### src/rtl/wb_pkg.sv
// Shared types and widths for the write-back queue.
package wb_pkg;

  localparam int REG_ADDR_W = 5;
  localparam int DATA_W     = 32;

  // One pending register-file write.
  typedef struct packed {
    logic [REG_ADDR_W-1:0] addr;
    logic [DATA_W-1:0]     data;
  } wb_entry_t;

endpackage

### src/rtl/wb_queue_if.sv
// Write-back queue bus: offer side, register-file write side and bypass lookup.
interface wb_queue_if
  import wb_pkg::*;
#(
  parameter int DEPTH = 4
);

  logic                        InValid;
  logic [REG_ADDR_W-1:0]       InReg;
  logic [DATA_W-1:0]           InData;
  logic                        InReady;
  logic                        DrainEn;
  logic [REG_ADDR_W-1:0]       WriteRegister;
  logic [DATA_W-1:0]           WriteData_reg;
  logic                        RegWrite;
  logic [REG_ADDR_W-1:0]       ReadRegister1;
  logic [REG_ADDR_W-1:0]       ReadRegister2;
  logic                        BypassHit1;
  logic                        BypassHit2;
  logic [DATA_W-1:0]           BypassData1;
  logic [DATA_W-1:0]           BypassData2;
  logic [$clog2(DEPTH):0]      Count;

  // Pipeline side: execute/decode/register-file control.
  modport master (
    output InValid, InReg, InData, DrainEn, ReadRegister1, ReadRegister2,
    input  InReady, WriteRegister, WriteData_reg, RegWrite,
           BypassHit1, BypassHit2, BypassData1, BypassData2, Count
  );

  // Queue side.
  modport slave (
    input  InValid, InReg, InData, DrainEn, ReadRegister1, ReadRegister2,
    output InReady, WriteRegister, WriteData_reg, RegWrite,
           BypassHit1, BypassHit2, BypassData1, BypassData2, Count
  );

endinterface

### src/rtl/wbq_storage.sv
// Entry array for the write-back queue: one write port, whole array visible.
module wbq_storage
  import wb_pkg::*;
#(
  parameter int DEPTH = 4
) (
  input  logic                         clk,
  input  logic                         we_i,
  input  logic [$clog2(DEPTH)-1:0]     waddr_i,
  input  wb_entry_t                    wentry_i,
  output wb_entry_t [DEPTH-1:0]        mem_o
);

  wb_entry_t [DEPTH-1:0] mem_q;

  // Write the accepted entry at the tail slot.
  // NOTE: storage has no reset; validity comes from the pointers and Count, so clearing it only costs logic.
  always_ff @(posedge clk) begin
    if (we_i) mem_q[waddr_i] <= wentry_i;
  end

  assign mem_o = mem_q;

endmodule

### src/rtl/wb_queue.sv
// Write-back queue: buffers execute results until the register-file write port is free.
// Optional bypass lookup enabled by defining WBQ_BYPASS_EN.
module wb_queue
  import wb_pkg::*;
#(
  parameter int DEPTH = 4
) (
  input  logic       clk,
  input  logic       rst_n,
  wb_queue_if.slave  bus
);

  localparam int PTR_W = $clog2(DEPTH);
  localparam int CNT_W = PTR_W + 1;

  logic [PTR_W-1:0]      head_q, head_d, tail_q, tail_d;
  logic [CNT_W-1:0]      count_q, count_d;
  logic [REG_ADDR_W-1:0] wr_reg_q, wr_reg_d;
  logic [DATA_W-1:0]     wr_data_q, wr_data_d;
  logic                  reg_write_q, reg_write_d;
  logic                  in_ready, store, pop;
  wb_entry_t [DEPTH-1:0] mem;
  wb_entry_t             head_entry;

  wbq_storage #(.DEPTH(DEPTH)) u_storage (
    .clk      (clk),
    .we_i     (store),
    .waddr_i  (tail_q),
    .wentry_i ('{addr: bus.InReg, data: bus.InData}),
    .mem_o    (mem)
  );

  assign head_entry = mem[head_q];

  // Handshake, pointer, count and output-register next state.
  // NOTE: every always_comb output gets a default first so no path can infer a latch.
  always_comb begin
    in_ready    = (count_q != CNT_W'(DEPTH));
    store       = bus.InValid && in_ready && (bus.InReg != '0);
    pop         = bus.DrainEn && (count_q != '0);
    head_d      = head_q + PTR_W'(pop);
    tail_d      = tail_q + PTR_W'(store);
    count_d     = count_q + CNT_W'(store) - CNT_W'(pop);
    reg_write_d = pop;
    wr_reg_d    = wr_reg_q;
    wr_data_d   = wr_data_q;
    if (pop) begin
      wr_reg_d  = head_entry.addr;
      wr_data_d = head_entry.data;
    end
  end

  // Queue state and output register.
  // NOTE: sequential state uses non-blocking assignments so every flop samples pre-edge values.
  always_ff @(posedge clk or negedge rst_n) begin
    if (!rst_n) begin
      head_q      <= '0;
      tail_q      <= '0;
      count_q     <= '0;
      wr_reg_q    <= '0;
      wr_data_q   <= '0;
      reg_write_q <= 1'b0;
    end else begin
      head_q      <= head_d;
      tail_q      <= tail_d;
      count_q     <= count_d;
      wr_reg_q    <= wr_reg_d;
      wr_data_q   <= wr_data_d;
      reg_write_q <= reg_write_d;
    end
  end

  assign bus.InReady       = in_ready;
  assign bus.Count         = count_q;
  assign bus.WriteRegister = wr_reg_q;
  assign bus.WriteData_reg = wr_data_q;
  assign bus.RegWrite      = reg_write_q;

`ifdef WBQ_BYPASS_EN
  // Scan oldest to newest so the newest match overrides; output register is oldest.
  function automatic void lookup(input  logic [REG_ADDR_W-1:0] rd,
                                 output logic                  hit,
                                 output logic [DATA_W-1:0]     data);
    logic [PTR_W-1:0] idx;
    hit  = 1'b0;
    data = '0;
    if (rd != '0) begin
      if (reg_write_q && (wr_reg_q == rd)) begin
        hit  = 1'b1;
        data = wr_data_q;
      end
      for (int i = 0; i < DEPTH; i++) begin
        idx = head_q + PTR_W'(i);
        if ((CNT_W'(i) < count_q) && (mem[idx].addr == rd)) begin
          hit  = 1'b1;
          data = mem[idx].data;
        end
      end
    end
  endfunction

  logic              hit1, hit2;
  logic [DATA_W-1:0] data1, data2;

  // Combinational bypass lookup for both decode read ports.
  always_comb begin
    lookup(bus.ReadRegister1, hit1, data1);
    lookup(bus.ReadRegister2, hit2, data2);
  end

  assign bus.BypassHit1  = hit1;
  assign bus.BypassHit2  = hit2;
  assign bus.BypassData1 = data1;
  assign bus.BypassData2 = data2;
`else
  logic unused_rd;
  assign unused_rd       = ^{bus.ReadRegister1, bus.ReadRegister2};
  assign bus.BypassHit1  = 1'b0;
  assign bus.BypassHit2  = 1'b0;
  assign bus.BypassData1 = '0;
  assign bus.BypassData2 = '0;
`endif

endmodule

### src/flat_wrapper.sv
// flat-port wrapper written by rule: the top's interface ports become plain ports
module wb_queue_flat import wb_pkg::*;
#(
  parameter int DEPTH = 4
)
  (clk, rst_n, bus_InValid, bus_InReg, bus_InData, bus_DrainEn, bus_ReadRegister1, bus_ReadRegister2, bus_InReady, bus_WriteRegister, bus_WriteData_reg, bus_RegWrite, bus_BypassHit1, bus_BypassHit2, bus_BypassData1, bus_BypassData2, bus_Count);
  wb_queue_if #(.DEPTH(DEPTH)) bus_i ();
  input  logic clk;
  input  logic rst_n;
  input wire logic [$bits(bus_i.InValid)-1:0] bus_InValid;
  input wire logic [$bits(bus_i.InReg)-1:0] bus_InReg;
  input wire logic [$bits(bus_i.InData)-1:0] bus_InData;
  input wire logic [$bits(bus_i.DrainEn)-1:0] bus_DrainEn;
  input wire logic [$bits(bus_i.ReadRegister1)-1:0] bus_ReadRegister1;
  input wire logic [$bits(bus_i.ReadRegister2)-1:0] bus_ReadRegister2;
  output wire logic [$bits(bus_i.InReady)-1:0] bus_InReady;
  output wire logic [$bits(bus_i.WriteRegister)-1:0] bus_WriteRegister;
  output wire logic [$bits(bus_i.WriteData_reg)-1:0] bus_WriteData_reg;
  output wire logic [$bits(bus_i.RegWrite)-1:0] bus_RegWrite;
  output wire logic [$bits(bus_i.BypassHit1)-1:0] bus_BypassHit1;
  output wire logic [$bits(bus_i.BypassHit2)-1:0] bus_BypassHit2;
  output wire logic [$bits(bus_i.BypassData1)-1:0] bus_BypassData1;
  output wire logic [$bits(bus_i.BypassData2)-1:0] bus_BypassData2;
  output wire logic [$bits(bus_i.Count)-1:0] bus_Count;
  assign bus_i.InValid = bus_InValid;
  assign bus_i.InReg = bus_InReg;
  assign bus_i.InData = bus_InData;
  assign bus_i.DrainEn = bus_DrainEn;
  assign bus_i.ReadRegister1 = bus_ReadRegister1;
  assign bus_i.ReadRegister2 = bus_ReadRegister2;
  assign bus_InReady = bus_i.InReady;
  assign bus_WriteRegister = bus_i.WriteRegister;
  assign bus_WriteData_reg = bus_i.WriteData_reg;
  assign bus_RegWrite = bus_i.RegWrite;
  assign bus_BypassHit1 = bus_i.BypassHit1;
  assign bus_BypassHit2 = bus_i.BypassHit2;
  assign bus_BypassData1 = bus_i.BypassData1;
  assign bus_BypassData2 = bus_i.BypassData2;
  assign bus_Count = bus_i.Count;
  wb_queue #(.DEPTH(DEPTH)) u_core (.clk(clk), .rst_n(rst_n), .bus(bus_i));
endmodule
### config.mk
export PLATFORM = sky130hd
export DESIGN_NAME = wb_queue_flat
export DESIGN_NICKNAME = d
export VERILOG_FILES = /design/src/rtl/wb_pkg.sv /design/src/rtl/wb_queue_if.sv /design/src/rtl/wbq_storage.sv /design/src/rtl/wb_queue.sv /design/src/flat_wrapper.sv
export SDC_FILE = /design/constraint.sdc
export NUM_CORES = 1
export LEC_CHECK = 0
export ABC_AREA = 1
export ABC_CLOCK_PERIOD_IN_PS = 3500
export CAP_MARGIN = 5
export CORE_UTILIZATION = 50
export CTS_BUF_LIST = sky130_fd_sc_hd__clkbuf_2
export DETAILED_ROUTE_END_ITERATION = 16
export PLACE_DENSITY = 0.77
export SYNTH_ARGS = -nofsm -noshare
export SYNTH_HDL_FRONTEND = slang
export SYNTH_SLANG_ARGS = --single-unit
### constraint.sdc
create_clock -name clk -period 3.5 [get_ports clk]
set_input_delay 0.35 -clock clk [delete_from_list [all_inputs] [get_ports clk]]
set_output_delay 0.35 -clock clk [all_outputs]
set_load 0.005 [all_outputs]
==> results.toml <==
[drt]
routed_wl_mm = 15.5
dr_total_vias = 5269
viasPerCell = 4.54
first_pass_iters = 5
routedWlPerCell_um = 13.3
drc = 0
drtIter0Drc = 355
antenna_left = 0

[power_and_ir_drop]
leakage_nw = 4.50
swShare = 0.355
powerDensity_nw_per_um2 = 733
p_switching_mw = 2.49
power_frac_clock = 0.157
ir_drop_uv = 475
combinationalPowerShare = 0.370
internal-power_mw = 4.52
seqPwrFrac = 0.473

[synth]
syn_area_sq_um = 8570
seq_area_frac_synth = 0.650
synth_compound_area_frac = 0.00277
synth_edf_count = 148
muxShareOfSynthArea = 0
synth.distinct_cells = 24
synth_top_family_by_area = "simple AND/OR/NAND/NOR gates"
synth_async_sr_flop_share = 0.233
yosys.area_share.simple = 0.184
synth-seq-cells = 193
avgSynthCellArea_sq_um = 10.1
synth_xor_area_frac = 0.00409
ys.flop_type = "edfxtp_1"
synthAdderAreaFrac = 0.00526
synth_cells = 850
yosysWarnings = 0

[clock_network]
clk_pin_slew_ns = 0.26
clockBufferDepth = 2
numClockSinks = 193
hold_buffers = 1
cts_root_buffer = "clkbuf_2"
htreeDepth = 4
worst_skew_pair.late_latency_ns = 0.75
cts_made_buffers = 17
cts_resized = 0
cts_tree = "done"
post-cts-setup-buffers = 0

[finish]
final_cells = 1161
largest_reg_flops = 148
syn2layout_area_growth_pct = 11.6
fin_area_sq_um = 9560
fin_util = 0.575
drive_gt1_frac = 0.0553
n_fill_cell = 1423
final_net_count = 981

[grt]
grt_usage = 0.189
grt_pass1_vias = 5023
grt_max_degree = 77
grt_first_pass_wirelength_mm = 25.0
overflow = 0
antenna_found_initial = 2

[timing]
fin_ws_ns = 1.23
hold_violations = 0
slew_viol_final = 0
fin_crit_ns = 2.27
worst_pin_slew_ns = 1.10
timing.final.crit_share = 0.648
rsz0062_at_grt = "false"
setup_tns_ns = 0
timing.slew.headroom = 0.266
clock.fmax_mhz = 441
finalSetupViolCount = 0
clock_skew_ns = 0.0388

[status]
status = "complete, no violations"

[critical_path]
crit_path_start_kind = "flop"
crit_path_end_kind = "primary output"
critical_path.max_fanout = 4
crit_arrival_ns = 1.92
worst-setup-path-type = "flop to primary output"
cp.required_ns = 3.15

[place]
dpl-instance-area_sq_um = 9310
place_inst = 1127
place_ws_ns = 0.926
place.port_buffers = 82
dp_hpwl_mm = 8.82
gp_routability_congestion = 0.684

[floorplan]
coreArea_sq_um = 16600
start_util = 0.515
core.rowCount = 47
pin_count = 159
fp.dieW_um = 133
die_area_sq_um = 17700
die_height_um = 133

[run]
maxCapViolCount = 0

[worst_hold_path]
hp-class = "input port to flop"
==> final cells by class <==
type,instances,area (sq um),share of cell area
repair buffers,92,918,0.0960
flip-flops and latches,193,5570,0.583
clock buffers,20,100,0.0105
inverters,156,586,0.0612
well taps,220,275,0.0288
multi-input cells,467,1970,0.206
clock inverters,12,143,0.0149
diodes,1,2.50,0.000262
==> per-stage QoR <==
step / hold WS, ns / power, mW
final: 0.198 / 7.01
after global placement: 0.466 / 5.91
after detailed placement: 0.464 / 5.99
after global routing: 0.0977 / 7.55
after CTS: 0.0987 / 7.09
after floorplan: 0.0544 / 5.08
==> layer usage <==
layer	wire [um]	vias to the layer above	global-route usage
li1	-	2640	-
met5	0	-	0
met2	7920	186	0.332
met4	279	0	0.0843
met1	6430	2418	0.224
met3	839	25	0.0372
==> worst max-delay path, stage by stage, from the launching register on <==
cell and delay [ns]:
dfrtp_1 0.51, nor2_4 0.17, nand2_1 0.06, clkdlybuf4s50_1 0.44
==> cell usage in the layout, fill, tap and decap left out <==
master / n
a21boi_0: 1
o21ai_1: 1
nor2_4: 5
inv_2: 3
dfrtp_2: 2
edfxtp_1: 148
nand2_2: 2
xnor2_1: 1
bufinv_16: 3
a21boi_4: 1
xor2_1: 3
nor2_1: 1
clkinvlp_4: 3
diode_2: 1
inv_1: 153
clkinv_4: 1
nand2_1: 306
fa_1: 1
dfrtp_1: 43
dlygate4sd3_1: 1
nor3_1: 1
clkbuf_2: 20
conb_1: 66
clkinv_1: 3
buf_12: 2
buf_2: 1
clkdlybuf4s50_1: 81
clkinv_2: 2
ha_1: 2
nand4_1: 1
nand3_1: 75
buf_4: 7
==> cells by family (layout without fill, tap and decap cells) <==
kind of cell	Yosys count	count (layout)
buffers and inverters	255	280
DFF	193	193
other	1	67
AOI/OAI and AO/OA	3	3
xor gates and xnor gates	4	4
adders and majority gates	3	3
and+or+nand+nor	391	391
==> synthesized netlist by cell type (2+ instances only) <==
master	instances	area (sq um)
nand3_1	75	375
ha_1	2	25.0
nor2_1	5	18.8
buf_4	71	533
dfrtp_1	45	1130
inv_1	153	574
inv_2	3	11.3
xor2_1	3	26.3
nand2_1	306	1150
nand2_2	2	12.5
clkbuf_1	2	7.51
buf_2	16	80.1
buf_6	9	101
edfxtp_1	148	4440
==> path summary, 6_finish.rpt <==
| path | from | to | slack [ns] | cells past startpoint |
|---|---|---|---|---|
| min | bus_InData[13] | u_core.u_storage.mem_o[50] | 0.20 | 1 |
| max in group asynchronous | rst_n | u_core.head_q[0] | 2.42 | 2 |
| max | u_core.bus.Count[1] | bus_InReady | 1.23 | 3 |
| min reg2reg | u_core.bus.WriteData_reg[23] | u_core.bus.WriteData_reg[23] | 0.51 | 2 |
| max reg2reg | u_core.bus.Count[1] | u_core.u_storage.mem_o[82] | 1.29 | 5 |
| min in group asynchronous | rst_n | u_core.bus.WriteData_reg[19] | 0.30 | 2 |
==> power groups by stage <==
stage          registers, mW  logic [mW]  clock network, mW
4_1_cts                 3.32        2.64               1.13
2_1_floorplan           3.38        1.69                  0
3_3_place_gp            3.36        2.55                  0
5_1_grt                 3.37        2.94               1.24
3_5_place_dp            3.37        2.62                  0
6_report                3.31        2.59               1.10
Note: power is estimated with default switching activity, not from simulation.
